File: src/rtl/l1_sdram_arbiter_pkg.sv
// Shared memory-bus definitions for the L1 <-> SDRAM controller arbiter:
// FSM state encoding, the SDRAM address-range limit and the request record
// that gets captured when a cache wins the controller.
package l1_sdram_arbiter_pkg;

   typedef enum logic [1:0] {
      ST_IDLE    = 2'd0,
      ST_BUSY    = 2'd1,
      ST_RELEASE = 2'd2
   } state_t;

   localparam logic [23:0] SDRAM_ADDR_LIMIT = 24'h800000;

   typedef struct packed {
      logic [31:0] addr;
      logic [31:0] data;
      logic        we;
   } bus_req_t;

endpackage

File: src/rtl/l1_sdram_arbiter_if.sv
// Bundle of the two cache-side request buses, the controller bus and the
// arbiter status. The slave view belongs to the arbiter; the master view
// is the surrounding system (caches plus controller).
interface l1_sdram_arbiter_if;

   logic [31:0] i_addr;
   logic [31:0] i_data;
   logic        i_we;
   logic        i_start;
   logic [31:0] i_q;
   logic        i_done;

   logic [31:0] d_addr;
   logic [31:0] d_data;
   logic        d_we;
   logic        d_start;
   logic [31:0] d_q;
   logic        d_done;

   logic [31:0] sdc_addr;
   logic [31:0] sdc_data;
   logic        sdc_we;
   logic        sdc_start;
   logic [31:0] sdc_q;
   logic        sdc_done;

   logic [1:0]  grant;
   logic        timeout_err;

   modport slave (
      input  i_addr, i_data, i_we, i_start,
      output i_q, i_done,
      input  d_addr, d_data, d_we, d_start,
      output d_q, d_done,
      output sdc_addr, sdc_data, sdc_we, sdc_start,
      input  sdc_q, sdc_done,
      output grant, timeout_err
   );

   modport master (
      output i_addr, i_data, i_we, i_start,
      input  i_q, i_done,
      output d_addr, d_data, d_we, d_start,
      input  d_q, d_done,
      input  sdc_addr, sdc_data, sdc_we, sdc_start,
      output sdc_q, sdc_done,
      input  grant, timeout_err
   );

endinterface

File: src/rtl/l1_sdram_arbiter_rr_arbiter2.sv
// Two-way round-robin picker. The pick is combinational so the top can
// latch the winner in the same IDLE cycle; last_grant remembers who won
// the previous transaction so that the other side wins the next tie.
module rr_arbiter2 (
   input  logic       clk,
   input  logic       reset,
   input  logic [1:0] req,
   input  logic       take,
   output logic [1:0] pick
);

   logic last_d;

   // One-hot winner {d,i}; on a tie the side that did not win last time goes.
   always_comb begin
      pick = 2'b00;
      case (req)
         2'b01:   pick = 2'b01;
         2'b10:   pick = 2'b10;
         2'b11:   pick = last_d ? 2'b01 : 2'b10;
         default: pick = 2'b00;
      endcase
   end

   // Record the winner whenever a grant is actually taken; I is "last" after reset.
   always_ff @(posedge clk or posedge reset) begin
      if (reset)
         last_d <= 1'b0;
      else if (take)
         last_d <= pick[1];
   end

endmodule

File: src/rtl/l1_sdram_arbiter.sv
// Transaction-level arbiter sharing one SDRAM controller between the L1
// instruction and data caches. The winner's request is captured at grant
// and held on the controller bus until done; a watchdog forces termination
// if the controller never answers.
module l1_sdram_arbiter
   import l1_sdram_arbiter_pkg::*;
#(
   parameter int TIMEOUT_CYCLES = 4096,
   parameter int CNT_W          = 13
) (
   input logic               clk,
   input logic               reset,
   l1_sdram_arbiter_if.slave bus
);

   localparam logic [CNT_W-1:0] WD_LAST = CNT_W'(TIMEOUT_CYCLES - 1);

   state_t           state;
   logic [CNT_W-1:0] wd_cnt;
   bus_req_t         lat;
   bus_req_t         i_req;
   bus_req_t         d_req;
   bus_req_t         win_req;
   logic [1:0]       req;
   logic [1:0]       pick;
   logic [1:0]       grant_q;
   logic             sdc_start_q;
   logic             timeout_q;
   logic             take;
   logic             busy;
   logic             expire;
   logic             finish;

   assign req     = {bus.d_start, bus.i_start};
   assign take    = (state == ST_IDLE) && (req != 2'b00);
   assign i_req   = '{addr: bus.i_addr, data: bus.i_data, we: bus.i_we};
   assign d_req   = '{addr: bus.d_addr, data: bus.d_data, we: bus.d_we};
   assign win_req = pick[1] ? d_req : i_req;

   rr_arbiter2 u_rr (
      .clk   (clk),
      .reset (reset),
      .req   (req),
      .take  (take),
      .pick  (pick)
   );

   // The transaction ends on the controller's done, or on watchdog expiry
   // when the controller stays silent; done itself always wins over expiry.
   assign busy   = (state == ST_BUSY);
   assign expire = busy && (wd_cnt == WD_LAST) && !bus.sdc_done;
   assign finish = busy && (bus.sdc_done || expire);

   assign bus.i_done = finish && grant_q[0];
   assign bus.d_done = finish && grant_q[1];
   assign bus.i_q    = (expire && grant_q[0]) ? 32'd0 : bus.sdc_q;
   assign bus.d_q    = (expire && grant_q[1]) ? 32'd0 : bus.sdc_q;

   assign bus.sdc_addr    = lat.addr;
   assign bus.sdc_data    = lat.data;
   assign bus.sdc_we      = lat.we;
   assign bus.sdc_start   = sdc_start_q;
   assign bus.grant       = grant_q;
   assign bus.timeout_err = timeout_q;

   // Arbitration FSM: grant and latch in IDLE, hold the controller bus in
   // BUSY, then force one dead cycle so sdc_start always falls between jobs.
   always_ff @(posedge clk or posedge reset) begin
      if (reset) begin
         state       <= ST_IDLE;
         lat         <= '0;
         grant_q     <= 2'b00;
         sdc_start_q <= 1'b0;
         wd_cnt      <= '0;
         timeout_q   <= 1'b0;
      end else begin
         case (state)
            ST_IDLE: begin
               if (take) begin
                  lat         <= win_req;
                  grant_q     <= pick;
                  sdc_start_q <= 1'b1;
                  wd_cnt      <= '0;
                  state       <= ST_BUSY;
               end
            end
            ST_BUSY: begin
               wd_cnt <= wd_cnt + CNT_W'(1);
               if (finish) begin
                  lat         <= '0;
                  grant_q     <= 2'b00;
                  sdc_start_q <= 1'b0;
                  state       <= ST_RELEASE;
                  if (expire)
                     timeout_q <= 1'b1;
               end
            end
            ST_RELEASE: begin
               state <= ST_IDLE;
            end
            default: begin
               state <= ST_IDLE;
            end
         endcase
      end
   end

endmodule

File: src/flat_wrapper.sv
// flat-port wrapper written by rule: the top's interface ports become plain ports
module l1_sdram_arbiter_flat import l1_sdram_arbiter_pkg::*;
#(
   parameter int TIMEOUT_CYCLES = 4096,
   parameter int CNT_W          = 13
)
  (clk, reset, bus_i_addr, bus_i_data, bus_i_we, bus_i_start, bus_i_q, bus_i_done, bus_d_addr, bus_d_data, bus_d_we, bus_d_start, bus_d_q, bus_d_done, bus_sdc_addr, bus_sdc_data, bus_sdc_we, bus_sdc_start, bus_sdc_q, bus_sdc_done, bus_grant, bus_timeout_err);
  l1_sdram_arbiter_if bus_i ();
  input logic clk;
  input logic reset;
  input wire logic [$bits(bus_i.i_addr)-1:0] bus_i_addr;
  input wire logic [$bits(bus_i.i_data)-1:0] bus_i_data;
  input wire logic [$bits(bus_i.i_we)-1:0] bus_i_we;
  input wire logic [$bits(bus_i.i_start)-1:0] bus_i_start;
  output wire logic [$bits(bus_i.i_q)-1:0] bus_i_q;
  output wire logic [$bits(bus_i.i_done)-1:0] bus_i_done;
  input wire logic [$bits(bus_i.d_addr)-1:0] bus_d_addr;
  input wire logic [$bits(bus_i.d_data)-1:0] bus_d_data;
  input wire logic [$bits(bus_i.d_we)-1:0] bus_d_we;
  input wire logic [$bits(bus_i.d_start)-1:0] bus_d_start;
  output wire logic [$bits(bus_i.d_q)-1:0] bus_d_q;
  output wire logic [$bits(bus_i.d_done)-1:0] bus_d_done;
  output wire logic [$bits(bus_i.sdc_addr)-1:0] bus_sdc_addr;
  output wire logic [$bits(bus_i.sdc_data)-1:0] bus_sdc_data;
  output wire logic [$bits(bus_i.sdc_we)-1:0] bus_sdc_we;
  output wire logic [$bits(bus_i.sdc_start)-1:0] bus_sdc_start;
  input wire logic [$bits(bus_i.sdc_q)-1:0] bus_sdc_q;
  input wire logic [$bits(bus_i.sdc_done)-1:0] bus_sdc_done;
  output wire logic [$bits(bus_i.grant)-1:0] bus_grant;
  output wire logic [$bits(bus_i.timeout_err)-1:0] bus_timeout_err;
  assign bus_i.i_addr = bus_i_addr;
  assign bus_i.i_data = bus_i_data;
  assign bus_i.i_we = bus_i_we;
  assign bus_i.i_start = bus_i_start;
  assign bus_i_q = bus_i.i_q;
  assign bus_i_done = bus_i.i_done;
  assign bus_i.d_addr = bus_d_addr;
  assign bus_i.d_data = bus_d_data;
  assign bus_i.d_we = bus_d_we;
  assign bus_i.d_start = bus_d_start;
  assign bus_d_q = bus_i.d_q;
  assign bus_d_done = bus_i.d_done;
  assign bus_sdc_addr = bus_i.sdc_addr;
  assign bus_sdc_data = bus_i.sdc_data;
  assign bus_sdc_we = bus_i.sdc_we;
  assign bus_sdc_start = bus_i.sdc_start;
  assign bus_i.sdc_q = bus_sdc_q;
  assign bus_i.sdc_done = bus_sdc_done;
  assign bus_grant = bus_i.grant;
  assign bus_timeout_err = bus_i.timeout_err;
  l1_sdram_arbiter #(.TIMEOUT_CYCLES(TIMEOUT_CYCLES), .CNT_W(CNT_W)) u_core (.clk(clk), .reset(reset), .bus(bus_i));
endmodule
File: config.mk
export PLATFORM = sky130hd
export DESIGN_NAME = l1_sdram_arbiter_flat
export DESIGN_NICKNAME = d
export VERILOG_FILES = /design/src/rtl/l1_sdram_arbiter_pkg.sv /design/src/rtl/l1_sdram_arbiter_if.sv /design/src/rtl/l1_sdram_arbiter_rr_arbiter2.sv /design/src/rtl/l1_sdram_arbiter.sv /design/src/flat_wrapper.sv
export SDC_FILE = /design/constraint.sdc
export NUM_CORES = 1
export LEC_CHECK = 0
export BUFFER_PORTS_ARGS = -buffer_cell sky130_fd_sc_hd__buf_2
export CAP_MARGIN = 0
export CORE_AREA = 2 2 116 118
export CTS_CLUSTER_SIZE = 40
export DETAILED_ROUTE_END_ITERATION = 8
export DIE_AREA = 0 0 118 120
export GPL_TIMING_DRIVEN = 0
export PLACE_DENSITY = 0.72
export SYNTH_ARGS = -nofsm -noshare
export SYNTH_HDL_FRONTEND = slang
export SYNTH_SLANG_ARGS = --single-unit
export TNS_END_PERCENT = 1
File: constraint.sdc
create_clock -name clk -period 2.5 [get_ports clk]
set_input_delay 0.25 -clock clk [delete_from_list [all_inputs] [get_ports clk]]
set_output_delay 0.25 -clock clk [all_outputs]
set_load 0.05 [all_outputs]
* Word level (Yosys, flattened, before mapping)
Index checks and enable logic that the tools add are counted.
** Word-level totals
- Flip-flop bits (word level) :: 85
- Bits of input ports :: 167
- Output and inout port bits :: 135
** Cells by class
- $add $sub $neg :: 1
- Equality and inequality tests :: 7
- Mux-type cells :: 19
- Reduce and logical (&&, ||, !) cells :: 17
** Operator list (number)
- 65-bit two-way mux :: 3
- 65-bit one-hot mux with 2 select lines :: 1
- 32-bit two-way mux :: 2
- 13-bit one-hot mux with 2 select lines :: 1
- 13-bit by 1-bit adder with 13-bit output, second input constant :: 1
- 13-bit by 12-bit equality test with 1-bit output, second input constant :: 1
- 13-bit two-way mux :: 1
- 2-bit two-way mux :: 5
- 1-bit logical AND :: 8
- 2-bit one-hot mux with 2 select lines :: 2
- 2-bit one-hot mux with 3 select lines :: 1
- 3-bit AND reduction :: 2
- 2-bit by 1-bit equality test with 1-bit output, second input constant :: 2
- 2-bit equality test, second input constant :: 2
- 2-bit AND reduction :: 2
- 2-bit nonzero test :: 2
- 2-bit zero test :: 1
- 1-bit two-way mux :: 2
- 2-bit by 1-bit != test with 1-bit output, second input constant :: 1
- 2-bit != test, second input constant :: 1
- 1-bit one-hot mux with 2 select lines :: 1
- 1-bit zero test :: 1
- 1-bit logical OR :: 1

* Logic depth before layout (Yosys ltp)
- Word-level depth :: 7
- Mapped depth :: 7

* Cells and area by module
A second synthesis with hierarchy kept.
** Second synthesis, totals
- Cells, all modules :: 471
- Area total of the unflattened synthesis :: 4509.3 µm²
** By module, submodules not included
- l1_sdram_arbiter :: instances 1, cells an instance 465, area each 4443.0 µm²
- rr_arbiter2 :: instances 1, cells an instance 6, area each 66.3 µm²

* Worst setup path before layout
No wires, ideal clock.
- Path kind :: reg2out
- Start point :: reg u_core.wd_cnt[0]
- End point :: out bus_d_done
- Arrival time :: 1.731 ns
- Required time :: 2.250 ns
- Path slack :: 0.519 ns
- Stages on the path, launching flop included :: 6
- Cell sequence :: dfrtp_1 > ha_1 > nand4b_1 > or3_1 > a21oi_2 > and2_1
** Between the ends
- Word-level cells in the longest chain between the ends :: 6
** Ends and longest elaborated chain
- start: declaration :: line l1_sdram_arbiter.sv:19 : logic [CNT_W-1:0] wd_cnt;
- start signal: assignment :: line l1_sdram_arbiter.sv:88 : wd_cnt <= wd_cnt + CNT_W'(1);
- 13-bit by 12-bit equality test with 1-bit output :: line l1_sdram_arbiter.sv:51 : assign expire = busy && (wd_cnt == WD_LAST) && !bus.sdc_done;
- 1-bit logical AND (2 in series) :: line l1_sdram_arbiter.sv:51
- 1-bit logical OR :: line l1_sdram_arbiter.sv:52 : assign finish = busy && (bus.sdc_done || expire);
- 1-bit logical AND :: line l1_sdram_arbiter.sv:52
- 1-bit logical AND :: line l1_sdram_arbiter.sv:55 : assign bus.d_done = finish && grant_q[1];
- end: declaration :: line flat_wrapper.sv:22 : output wire logic [$bits(bus_i.d_done)-1:0] bus_d_done;
No other way between the ends.

* Worst setup path after layout
- Start point :: reg u_core.state[1]
- End point :: out bus_d_q[20]
** Between the ends
- Word-level cells in the longest chain between the ends :: 5
** Ends and longest elaborated chain
- start: declaration :: line l1_sdram_arbiter.sv:18 : state_t state;
- start signal: assignment :: line l1_sdram_arbiter.sv:70 : state <= ST_IDLE;
- start signal: assignment :: line l1_sdram_arbiter.sv:84 : state <= ST_BUSY;
- start signal: assignment :: line l1_sdram_arbiter.sv:93 : state <= ST_RELEASE;
- 2-bit by 1-bit equality test with 1-bit output :: line l1_sdram_arbiter.sv:50 : assign busy = (state == ST_BUSY);
- 1-bit logical AND (2 in series) :: line l1_sdram_arbiter.sv:51
- 1-bit logical AND :: line l1_sdram_arbiter.sv:57 : assign bus.d_q = (expire && grant_q[1]) ? 32'd0 : bus.sdc_q;
- 32-bit two-way mux :: line l1_sdram_arbiter.sv:57
- end: declaration :: line flat_wrapper.sv:21 : output wire logic [$bits(bus_i.d_q)-1:0] bus_d_q;
No other way between the ends.

==> results.md <==
* Total wire length at 14900 µm
* Most instantiated cells after synthesis: 85 x dfrtp_1, 71 x mux2i_1, 66 x and2_1, 65 x o2bb2ai_1, 15 x nand2_1
* Max Root-Sink Buffers at 2
* Die area at 14200 µm²
* Vias in the first global route at 4549
* Ys Warns at 0
* Num CTS Buffers at 9
* Reg area at 2130 µm²
* Delay-heaviest family, CP: simple AND/OR/NAND/NOR gates
* # nets final at 888
* Worst setup SP type: flop
* Initial DRC count at 109
* CP required at 2.25 ns
* Chip height at 120 µm
* HPWL Detailed at 11600 µm
* Slew @ Worst Pin at 0.880 ns
* Max-cap violation count at 0
* Cell row count at 42
* Cell variety after synth at 40
* Remaining global-route overflow at 0
* # placed instances at 877
* Largest family of logic cells by synthesized area: multiplexers
* Status: completed
* Die Span X at 118 µm
* Clock Latency Late Sink at 0.34 ns
* Clk sinks at 85
* CP max stage delay at 0.40 ns
* I/O pin cnt at 302
* Critical path's slowest cell: or3b_4
* Mapped cell area at 4520 µm²
* Fillers at 1110
* Initial antenna violation count at 1
* Post-Synth XOR/XNOR Area at 0.00388
* Residual DRC at 0
* Crit Path Class: flop to output port
* H-tree level count at 3
* DRT Pass-1 Iters at 4
* Clock transition at path regs at 0.05 ns
* Leading area contributor after synthesis: dfrtp_1
* Synth top area share at 0.471
* Post-synthesis register bit count at 85
* Non-Filler Instances at 899
* Vias at 4438
* CTS tree: yes
* Met3 track demand over resource at 0.0404
* Via/cell ratio at 4.94
* Largest net degree at the start of global routing at 48
* CP Capture Type: output port
* Simple-gate share of the synthesized area at 0.155
* CP cell instances: buf_6, or3b_4, nor4_4, buf_6, nand2_8, buf_6, and2_1, buf_4
* Worst IR drop on VDD at 0.994 mV
* Mux contribution to synthesized area at 0.157
* Drt wl/cell at 16.6 µm
* Asr flop ratio synth at 1.00
* Clock skew at 0.00548 ns
* Endpoints failing hold at 0
* Arrival time at the worst endpoint at 2.15 ns
* Core Region at 13000 µm²
* Most used DFF post-synth: dfrtp_1
* First-pass GRT wire length at 22900 µm
* PortBufs at 301
* Ranking of synthesized cells by area: dfrtp_1 47%, mux2i_1 16%, o2bb2ai_1 13%, and2_1 9.1%, buf_6 3.0%
* Compound-Gate Fraction of Synth Area at 0.155
* Number of synthesized flops with an enable pin at 0
* Lkg Pwr at 0.00370 µW
* Seq/Total Area, Yosys at 0.471
* WP buf/inv at 4
* Dpl cell area at 6270 µm²
* Relative slew slack at 0.409
* Layout cell share with drive strength beyond 1 at 0.492
* Syn avg cell area at 11.3 µm²
* Footprint of the multi-input gates at 2170 µm²
* M1 GR Usage at 0.221
* Initial Utilization at 0.348
* Unrepaired setup endpoints after global routing: no
* Final RePlAce weighted congestion at 0.847
* Met2 Usage GRT at 0.377
* Syn nets at 567
* Post-Synth Adder-Cell Area at 0.00277
* Cells after Synth at 399
* Worst-path fanout max at 10
* Crit path top cell by count: buf_6
* Top-count cell post-synth: dfrtp_1
* Max Clk Rate at 416 MHz
* Synth-to-Final Area Change at 53.7%
* Routed Antenna Nets at 0
* Tmin final at 2.40 ns
* Pwr/cell area at 1030 nW/µm²
* Hold crit path type: input pin to flop
* Final number of setup-violating endpoints at 0
* Final Instance Area at 6940 µm²
* Gr usage total at 0.204
* Clk Tree Root Cell: clkbuf_16
* Fin crit share at 0.962
* Max Slew Vio Count at 0
* Layer with the highest usage: met2
==> metal layers <==
metal | vias up | wire (µm)
met5 | - | 0
met4 | 0 | 432
met3 | 33 | 890
met2 | 216 | 7860
met1 | 2098 | 5720
li1 | 2091 | -
==> path summary, 6_finish.rpt <==
kind	startpoint	end	slack [ns]	depth (start not counted)
min in group asynchronous	reset	u_core.bus.sdc_addr[2]$_DFFE_PP0P_	0.52	3
setup / recovery	u_core.state[1]$_DFFE_PP0P_	bus_d_q[20]	0.1	8
max in group asynchronous	reset	u_core.bus.sdc_data[26]$_DFFE_PP0P_	1.37	4
setup reg to reg	u_core.wd_cnt[1]$_DFFE_PP0P_	u_core.bus.sdc_addr[21]$_DFFE_PP0P_	0.64	7
hold reg to reg	u_core.bus.timeout_err$_DFFE_PP0P_	u_core.bus.timeout_err$_DFFE_PP0P_	0.47	1
hold / removal	bus_i_start	u_core.u_rr.last_d$_DFFE_PP0P_	0.20	2
==> placed cells by master, fill, tap and decap left out, types with 9 or more instances in the layout <==
cell type  instances
buf_4             34
clkbuf_1           9
buf_2            246
buf_6             50
nand2_1           15
nor2_1            12
and2_1            66
o2bb2ai_1         65
dfrtp_1           85
clkbuf_16          9
mux2i_1           71
==> worst reg2reg max path: stages (launching register included) <==
cell       delay [ns]
dfrtp_1          0.36
ha_2             0.22
nand3_1          0.20
nor4_1           0.34
o21ai_1          0.14
buf_6            0.19
buf_6            0.16
o2bb2ai_1        0.13
==> what timing repair did <==
action / CTS / global route
pin swaps: 2 / 1
setup buffers: 2 / 3
gates cloned: 2 / 0
setup endpoints to repair: 62 / 63
gates resized for setup: 67 / 42
hold endpoints to repair: 38 / 0
hold buffers: 1 / 0
==> layout make-up <==
type                       instances  share of cell area
inverter                           5             0.00306
clock buffer                      12              0.0384
antenna                            1            0.000361
buffer                            31              0.0335
timing repair buffer             310               0.272
multi-input combinational        278               0.313
tap                              176              0.0317
clock inverter                     1             0.00108
sequential                        85               0.306
==> kinds of logic (layout without fill, tap and decap cells) <==
| kind of cell | Yosys count | count (layout) |
|---|---|---|
| and+or+nand+nor | 119 | 119 |
| AOI/OAI and AO/OA | 85 | 85 |
| DFF | 85 | 85 |
| muxes | 71 | 71 |
| buffers and inverters | 36 | 359 |
| xor gates and xnor gates | 2 | 2 |
| adders and majority gates | 1 | 1 |
| other | 0 | 1 |
==> stage by stage <==
stage / utilization / total power, µW / TNS [ns] / hold slack [ns] / worst slack [ns]
3_5_place_dp: 0.483 / 5850 / 0 / 0.334 / 0.312
3_3_place_gp: 0.481 / 5770 / -75.59 / 0.452 / -0.898
2_1_floorplan: - / 4830 / 0 / 0.347 / 0.0565
4_1_cts: 0.521 / 7160 / 0 / 0.177 / 0.00366
6_report: 0.535 / 7160 / 0 / 0.196 / 0.0952
5_1_grt: 0.535 / 7470 / 0 / 0.205 / 0.00597
==> report_power, final <==
group / leakage, µW / total [µW] / switching (µW) / internal (µW)
clock network: 0.000133 / 1240 / 503 / 737
registers: 0.00110 / 2160 / 313 / 1850
logic: 0.00248 / 3760 / 2720 / 1040
==> registers in the layout, summed over array words and instances (netlist names) <==
name,count
u_core.bus.grant,2
u_core.bus.sdc_addr,32
u_core.bus.sdc_data,32
u_core.bus.sdc_start,1
u_core.bus.sdc_we,1
u_core.bus.timeout_err,1
u_core.state,2
u_core.u_rr.last_d,1
u_core.wd_cnt,13
(Power assumes the default switching activity.)
